## config.mk

```make
export PLATFORM = sky130hd
export DESIGN_NAME = imem_streamer
export DESIGN_NICKNAME = d
export VERILOG_FILES = /design/src/rtl/imem_streamer.sv
export SDC_FILE = /design/constraint.sdc
export NUM_CORES = 2
export LEC_CHECK = 0
export CORE_UTILIZATION = 40
export CTS_CLUSTER_DIAMETER = 100
export CTS_CLUSTER_SIZE = 8
export DETAILED_ROUTE_END_ITERATION = 10
export GPL_TIMING_DRIVEN = 0
export PLACE_DENSITY = 0.69
export SYNTH_ARGS = -nofsm -noshare
export SYNTH_HDL_FRONTEND = slang
export SYNTH_SLANG_ARGS = --single-unit
```

## constraint.sdc

```tcl
create_clock -name clock_i -period 3.2 [get_ports clock_i]
set_clock_uncertainty 0.1 [all_clocks]
set_input_delay 0.32 -clock clock_i [delete_from_list [all_inputs] [get_ports clock_i]]
set_output_delay 0.32 -clock clock_i [all_outputs]
set_load 0.05 [all_outputs]
```

## src/rtl/imem_streamer.sv

```systemverilog
// imem_streamer: loads a program into a 256x15 store, then streams address/word pairs one per cycle.
// Optional build macro IMEM_STREAM_LOOP_EN: when defined, the last word wraps back to word 0 instead of halting.
module imem_streamer (
  input  logic        clock_i,
  input  logic        reset_ni,
  input  logic        load_valid_i,
  input  logic [14:0] load_data_i,
  input  logic        load_last_i,
  output logic        load_ready_o,
  input  logic        start_i,
  input  logic        stop_i,
  output logic [7:0]  address_imem_o,
  output logic [14:0] q_imem_o,
  output logic        insn_valid_o,
  output logic [1:0]  state_o,
  output logic [8:0]  prog_len_o
);
  typedef enum logic [1:0] {IDLE = 2'd0, LOAD = 2'd1, RUN = 2'd2, HALT = 2'd3} state_e;
  state_e      state_q, state_d;
  logic [7:0]  wptr_q, wptr_d, addr_q, addr_d;
  logic [14:0] q_q, q_d;
  logic        valid_q, valid_d;
  logic [8:0]  len_q, len_d;
  logic [14:0] mem [256];
  logic        xfer, load_end, at_end;
  logic [7:0]  waddr;

  assign load_ready_o   = reset_ni && (state_q == IDLE || state_q == LOAD);
  assign xfer           = load_valid_i && load_ready_o;
  assign waddr          = (state_q == IDLE) ? 8'd0 : wptr_q;
  assign load_end       = load_last_i || waddr == 8'd255;
  assign at_end         = ({1'b0, addr_q} + 9'd1) == len_q;
  assign address_imem_o = addr_q;
  assign q_imem_o       = q_q;
  assign insn_valid_o   = valid_q;
  assign state_o        = state_q;
  assign prog_len_o     = len_q;

  // Program store: written only by accepted load transfers, never reset.
  always_ff @(posedge clock_i)
    if (xfer) mem[waddr] <= load_data_i;

  // Next-state and registered output pair; a transfer in IDLE takes precedence over start.
  always_comb begin
    state_d = state_q;
    wptr_d  = wptr_q;
    addr_d  = addr_q;
    q_d     = q_q;
    valid_d = valid_q;
    len_d   = len_q;
    case (state_q)
      IDLE:
        if (xfer) begin
          wptr_d  = 8'd1;
          len_d   = load_last_i ? 9'd1 : 9'd0;
          state_d = load_last_i ? IDLE : LOAD;
        end else if (start_i && len_q != 9'd0) begin
          state_d = RUN;
          addr_d  = 8'd0;
          q_d     = mem[0];
          valid_d = 1'b1;
        end
      LOAD:
        if (xfer) begin
          wptr_d = load_end ? wptr_q : wptr_q + 8'd1;
          if (load_end) begin
            len_d   = {1'b0, wptr_q} + 9'd1;
            state_d = IDLE;
          end
        end
      RUN:
        if (stop_i) begin
          state_d = IDLE;
          valid_d = 1'b0;
          q_d     = 15'd0;
        end else if (!at_end) begin
          addr_d = addr_q + 8'd1;
          q_d    = mem[addr_q + 8'd1];
        end else begin
`ifdef IMEM_STREAM_LOOP_EN
          addr_d = 8'd0;
          q_d    = mem[0];
`else
          state_d = HALT;
          valid_d = 1'b0;
          q_d     = 15'd0;
`endif
        end
      HALT:
        if (stop_i) state_d = IDLE;
        else if (start_i) begin
          state_d = RUN;
          addr_d  = 8'd0;
          q_d     = mem[0];
          valid_d = 1'b1;
        end
      default: state_d = IDLE;
    endcase
  end

  // Control and output registers with asynchronous active-low reset.
  always_ff @(posedge clock_i or negedge reset_ni)
    if (!reset_ni) begin
      state_q <= IDLE;
      wptr_q  <= 8'd0;
      addr_q  <= 8'd0;
      q_q     <= 15'd0;
      valid_q <= 1'b0;
      len_q   <= 9'd0;
    end else begin
      state_q <= state_d;
      wptr_q  <= wptr_d;
      addr_q  <= addr_d;
      q_q     <= q_d;
      valid_q <= valid_d;
      len_q   <= len_d;
    end
endmodule

```

Word-level counts from Yosys, hierarchy flattened

Memory sizes are Yosys's and may differ from the RTL's.
Cells that the tools add are included.

Output and inout port bits: 36
Word-level logic and storage cells: 87
Flip-flop bits (word level): 43
Bits in writable memories: 3840
Bits of input ports: 21
Memories: 1

Memory list:

| name | depth | width | rd ports | clocked after memory_dff | write ports | line | RTL |
|---|---|---|---|---|---|---|---|
| mem  | 256   | 15    | 2        | 0                        | 1           | 24   | `logic [14:0] mem [256];` |

Reductions and logical operators: 15
$add $sub $neg: 4
Eq/ne operators: 18
Multiplexer cells: 43

Operator list:

| operator            | number |
|---|---|
| $mux 15             | 6 |
| $mux 8              | 10 |
| $pmux 15 s3         | 1 |
| $mux 9              | 3 |
| $pmux 8 s3          | 1 |
| $add 8x1->9 const B | 2 |
| $ne 2x2->1 const B  | 9 |
| $pmux 9 s2          | 1 |
| $add 8x1->8 const B | 2 |
| $mux 2              | 8 |
| $pmux 8 s2          | 1 |
| $mux 1              | 10 |
| $reduce_and 5->1    | 2 |
| $eq 9x9->1          | 1 |
| $reduce_bool 9->1   | 1 |
| $eq 8x8->1 const B  | 1 |
| $pmux 2 s4          | 1 |
| $reduce_and 4->1    | 2 |
| $reduce_and 7->1    | 1 |
| $ne 3x3->1 const B  | 2 |
| $reduce_and 6->1    | 1 |
| $eq 2x2->1 const B  | 2 |
| $logic_and 1x1->1   | 3 |
| $ne 3x2->1 const B  | 1 |
| 7 further kinds     | 8 |

Longest topological paths before layout

Word-level depth: 7
Depth in mapped cells: 12
Depth with buffers taken out: 8

Worst setup path after synthesis

OpenSTA, ideal clock, no wires.

Path kind: register -> register
From: register state_q[1] (netlist: state_o[1])
To: memory mem[90][0], enable pin
Period minus slack after synthesis: 4.201 ns
Required time: 2.674 ns
Data arrival time: 3.675 ns
Cell stages (with the launch flop): 6
Slack: -1.001 ns
Path buffers: 1
Cells stage by stage: dfrtp_1 nor2b_1 and2_1 clkbuf_1 nand3_1 nor4_1

Cells in the longest elaborated chain, start to end: 6
Elaborated cells on any way between the ends: 8
Those cells by class: eq/ne: 1; mux: 3; reduce/logical: 4

RTL lines:

| element                                       | line | RTL |
|---|---|---|
| from (decl)                                   | 19   | `state_e state_q, state_d;` |
| from (signal assigned)                        | 111  | `state_q <= state_d;` |
| $eq 2x1->1 or $logic_not 2->1 (tied branches) | 28   | `assign load_ready_o = reset_ni && (state_q == IDLE \|\| state_q == LOAD);` |
| $logic_or 1x1->1 (*)                          | 28   |  |
| $logic_and 1x1->1 (*)                         | 28   |  |
| via load_ready_o                              | 9    | `output logic load_ready_o,` |
| $logic_and 1x1->1 (*)                         | 29   | `assign xfer = load_valid_i && load_ready_o;` |
| $mux 1 (*)                                    | 41   | `if (xfer) mem[waddr] <= load_data_i;` |
| $mux 1 (not written as such) (*)              | 41   |  |
| to (decl)                                     | 24   |  |

Mark *: on every way through the listed nets, which the timed path passes. The rest lies on a longest branch.

Worst setup path after layout

From: register addr_q[0] (netlist: address_imem_o[0])
To: register q_q[14] (netlist: q_imem_o[14])

Cells in the longest elaborated chain, start to end: 5
Elaborated cells on any way between the ends: 7
Those cells by class: add/sub: 2; eq/ne: 1; mux: 3; memory: 1

RTL lines:

| element                                      | line   | RTL |
|---|---|---|
| from (decl)                                  | 20     | `logic [7:0] wptr_q, wptr_d, addr_q, addr_d;` |
| from (signal assigned)                       | 113    | `addr_q <= addr_d;` |
| $add 8x1->8 or $add 8x1->9 (tied branches)   | 78, 32 |  |
| $mem_v2 256x15 or $eq 9x9->1 (tied branches) | n/a    |  |
| $mux 15 (*)                                  | 76     | `end else if (!at_end) begin` |
| $mux 15 (*)                                  | 72     | `if (stop_i) begin` |
| $pmux 15 s3 (*)                              | 51     | `case (state_q)` |
| to (signal assigned)                         | 114    | `q_q <= q_d;` |
| to (decl)                                    | 21     | `logic [14:0] q_q, q_d;` |

Mark *: on every way between the ends. The rest lies on a longest branch, timed or not.
A chain may end at the register's enable or synchronous reset.

==> run_results.csv <==
group,metric,value,unit
clock_tree,clk_pin_slew,0.06,ns
pwr,p_leak,58.0,nW
die,core_region_area,373000,um2
grt,gr-usage-all-layers,26.0,%
worst_setup_path,start_kind,"register",
placement,gp_congestion,1.02,
logic_synthesis,synth_area_leaders,"edfxtp_1, mux4_2, nand2_1",
final_layout,final_core_util,49.9,%
run,maxCapViolCount,0,
logic_synthesis,synth_edf_count,3840,
clock_tree,htree_levels,6,
status,violations,"negative setup slack",
clock_tree,clk-insertion-delay-late,1.06,ns
worst_hold_path,hp-class,"in -> reg",
pwr,p_int,108,mW
timing,setup_tns,-11.00,ns
worst_hold_path,hp-start,"load_data_i[12]",
route,drc,0,
placement,hpwl,326000,um
die,dieHeight,615,um
timing,relSlewSlack,18.6,%
logic_synthesis,synth_commonest_cells,"edfxtp_1, mux4_2, nand2_1, nor2_1, clkbuf_1",
logic_synthesis,ys.flop_type,"edfxtp_1",
timing,fmax,0.245,GHz
worst_setup_path,critPathRequiredTime,4.08,ns
route,drtAntennaViolNets,0,
status,status,"finished with violations",
clock_tree,cts_sinks,3883,
route,drtIter0Drc,13999,
route,vias,83781,
logic_synthesis,yosysMostFrequentCell,"edfxtp_1",
timing,post-route-worst-setup-slack,-0.890,ns
timing,setup_viol,58,
route,vias_per_cell,6.34,
route,first_pass_iters,7,
pwr,p_sw,49.4,mW
final_layout,syn_to_final_growth,24.0,%
logic_synthesis,synth_nets,7031,
logic_synthesis,synth_top_area_share,76.7,%
grt,grt_pass1_wl,677000,um
worst_setup_path,cp_data_arrival_time,4.97,ns
timing,hold_violations,0,
pwr,peakVddDrop,0.729,mV
placement,io_buffers,56,
die,start_util,40.3,%
pwr,netSwitchingFraction,31.4,%
route,wl_per_cell,38.4,um
final_layout,final_nets,8118,
route,wl,507000,um
pwr,power.density,845,nW/um2
logic_synthesis,async_flop_share,1.11,%
grt,grt_pass1_vias,81957,
pwr,clkPwrFrac,33.9,%
die,die_w,615,um
logic_synthesis,syn_area,150000,um2
timing,slew_violations,0,
timing,rsz0062_at_grt,"true",
logic_synthesis,yosysTopAreaCell,"edfxtp_1",
clock_tree,cts_tree,"built",
die,io_pins,57,
logic_synthesis,ys_seq_area_share,77.4,%
logic_synthesis,ys_ff_latch,3883,
timing,finalHoldWorstSlack,0.186,ns
pwr,combPwrFrac,30.0,%
pwr,seqPwrFrac,36.0,%
grt,grt-ovfl-total,0,
worst_setup_path,critPathLaunch,"address_imem_o[0]",
grt,grt_antenna_before_repair,24,
worst_setup_path,cp_max_fo,10,
worst_setup_path,cp-end-kind,"register",
logic_synthesis,yosys_warnings,0,
clock_tree,clockRootBuffer,"clkbuf_16",
timing,finalCritPeriodShare,128,%
timing,period_needed,4.09,ns
logic_synthesis,postSynthAreaPerCell,21.5,um2
worst_setup_path,rr_startpoint,"address_imem_o[0]",
logic_synthesis,ys_types,64,
timing,worst_pin_slew,1.22,ns
final_layout,fillCellCount,28564,
die,rows,224,
worst_setup_path,crit_type,"reg -> reg",
logic_synthesis,synthCells,7008,
clock_tree,clockBufferDepth,4,
final_layout,drive_gt1_share,37.0,%
clock_tree,numCtsBuffers,556,
grt,grt_max_degree,166,
die,fp.dieArea,378000,um2
-- critical path, cell delays in order (launching register included) --
cell	delay [ns]
dfrtp_2	0.44
and3_1	0.19
buf_6	0.16
xor2_4	0.17
buf_12	0.15
buf_16	0.21
buf_16	0.19
buf_12	0.17
nand2_2	0.09
a31oi_4	0.33
nand4_1	0.56
a2111oi_4	0.96
a221o_1	0.26
-- kinds of logic (layout without fill, tap and decap cells) --
group	Yosys count	count (layout)	synth area share (%)
compound gates	345	345	1.66
xor+xnor	21	21	0.165
fa+ha+maj	2	2	0.0166
buf+inv	419	1628	1.33
flops	3883	3883	77.4
mux	1185	1185	16.2
other cells	0	24	0
simple gates	1153	1153	3.24
-- through the flow --
stage	cells	setup slack (ns)	cell area, um2	total power [mW]
after global routing	13198	-0.739	186000	160
after floorplan	7008	-0.140	151000	80.7
after global placement	12036	-7.19	157000	96.7
final	13213	-0.890	186000	157
after CTS	13094	-0.634	184000	154
after detailed placement	12241	-3.13	162000	96.8
-- per-layer routing --
metal  GRT usage (%)  up-vias  share of wire, %
li1                -    31265                 -
met1            33.5    43660                34
met2            38.2     7319                44
met3            8.05     1523                14
met4            17.4       14               8.1
met5               0        -             0.024
-- what timing repair did --
action / CTS / global route
pin swaps: 151 / 107
buffers inserted: 153 / 99
gates resized for setup: 1011 / 377
endpoints found under the setup margin: 3796 / 2977
endpoints found under the hold margin: 1719 / 0
hold buffers: 20 / 0
gates cloned: 4 / 4
-- power groups by stage --
stage | Clock (mW) | Combinational [mW] | Sequential [mW]
finish | 53.4 | 47.3 | 56.8
global route | 55.5 | 47.8 | 56.7
CTS | 53.4 | 43.7 | 56.7
detailed placement | 0 | 39.1 | 57.7
global placement | 0 | 38.4 | 58.3
floorplan | 0 | 22.9 | 57.8
-- path summary, 6_finish.rpt --
check / endpoint / slack [ns] / cells past startpoint
max: q_imem_o[14] / -0.89 / 12
min: mem[5][12] / 0.19 / 2
max reg2reg: q_imem_o[14] / -0.89 / 12
min reg2reg: q_imem_o[7] / 0.58 / 4
max in group asynchronous: q_imem_o[6] / 2.05 / 3
min in group asynchronous: q_imem_o[5] / 0.48 / 3
-- registers in the layout, indices dropped and copies added (netlist names) --
signal	flops
address_imem_o	8
insn_valid_o	1
wptr_q	8
prog_len_o	9
q_imem_o	15
state_o	2
mem	3840
-- cells in the final DEF, fill, tap and decap left out, types with 14 or more instances in the layout --
master,count
mux2i_2,30
nand3_2,19
and3_1,46
mux2i_1,108
clkbuf_1,90
nor2_2,128
a31oi_1,18
a222oi_1,14
mux2_2,27
mux2i_4,24
a21oi_1,22
nand3_1,157
a31oi_2,14
buf_6,56
clkdlybuf4s50_1,39
buf_12,160
buf_4,215
nand2_1,525
diode_2,24
nand4_1,21
dlygate4sd3_1,19
nor2_4,133
nor2_1,38
buf_2,34
a31oi_4,17
clkinv_16,30
a211oi_2,24
clkbuf_16,578
clkbuf_2,52
buf_8,174
buf_16,80
clkbuf_4,49
o211ai_1,28
a211oi_4,28
mux4_2,995
dfrtp_1,35
edfxtp_1,3840
o21ai_0,52
-- layout make-up --
type / instances / area, um2 / area share [%]
Timing Repair Buffer: 540 / 8080 / 4.34
Buffer: 403 / 4310 / 2.31
Sequential cell: 3883 / 116000 / 62.4
Tap cell: 4972 / 6220 / 3.34
Inverter: 5 / 18.8 / 0.0101
Clock inverter: 58 / 1300 / 0.699
Clock buffer: 622 / 14300 / 7.65
Multi-Input combinational cell: 2706 / 35800 / 19.2
Antenna cell: 24 / 60.1 / 0.0322
No activity file was read; power rests on OpenSTA's default activity.
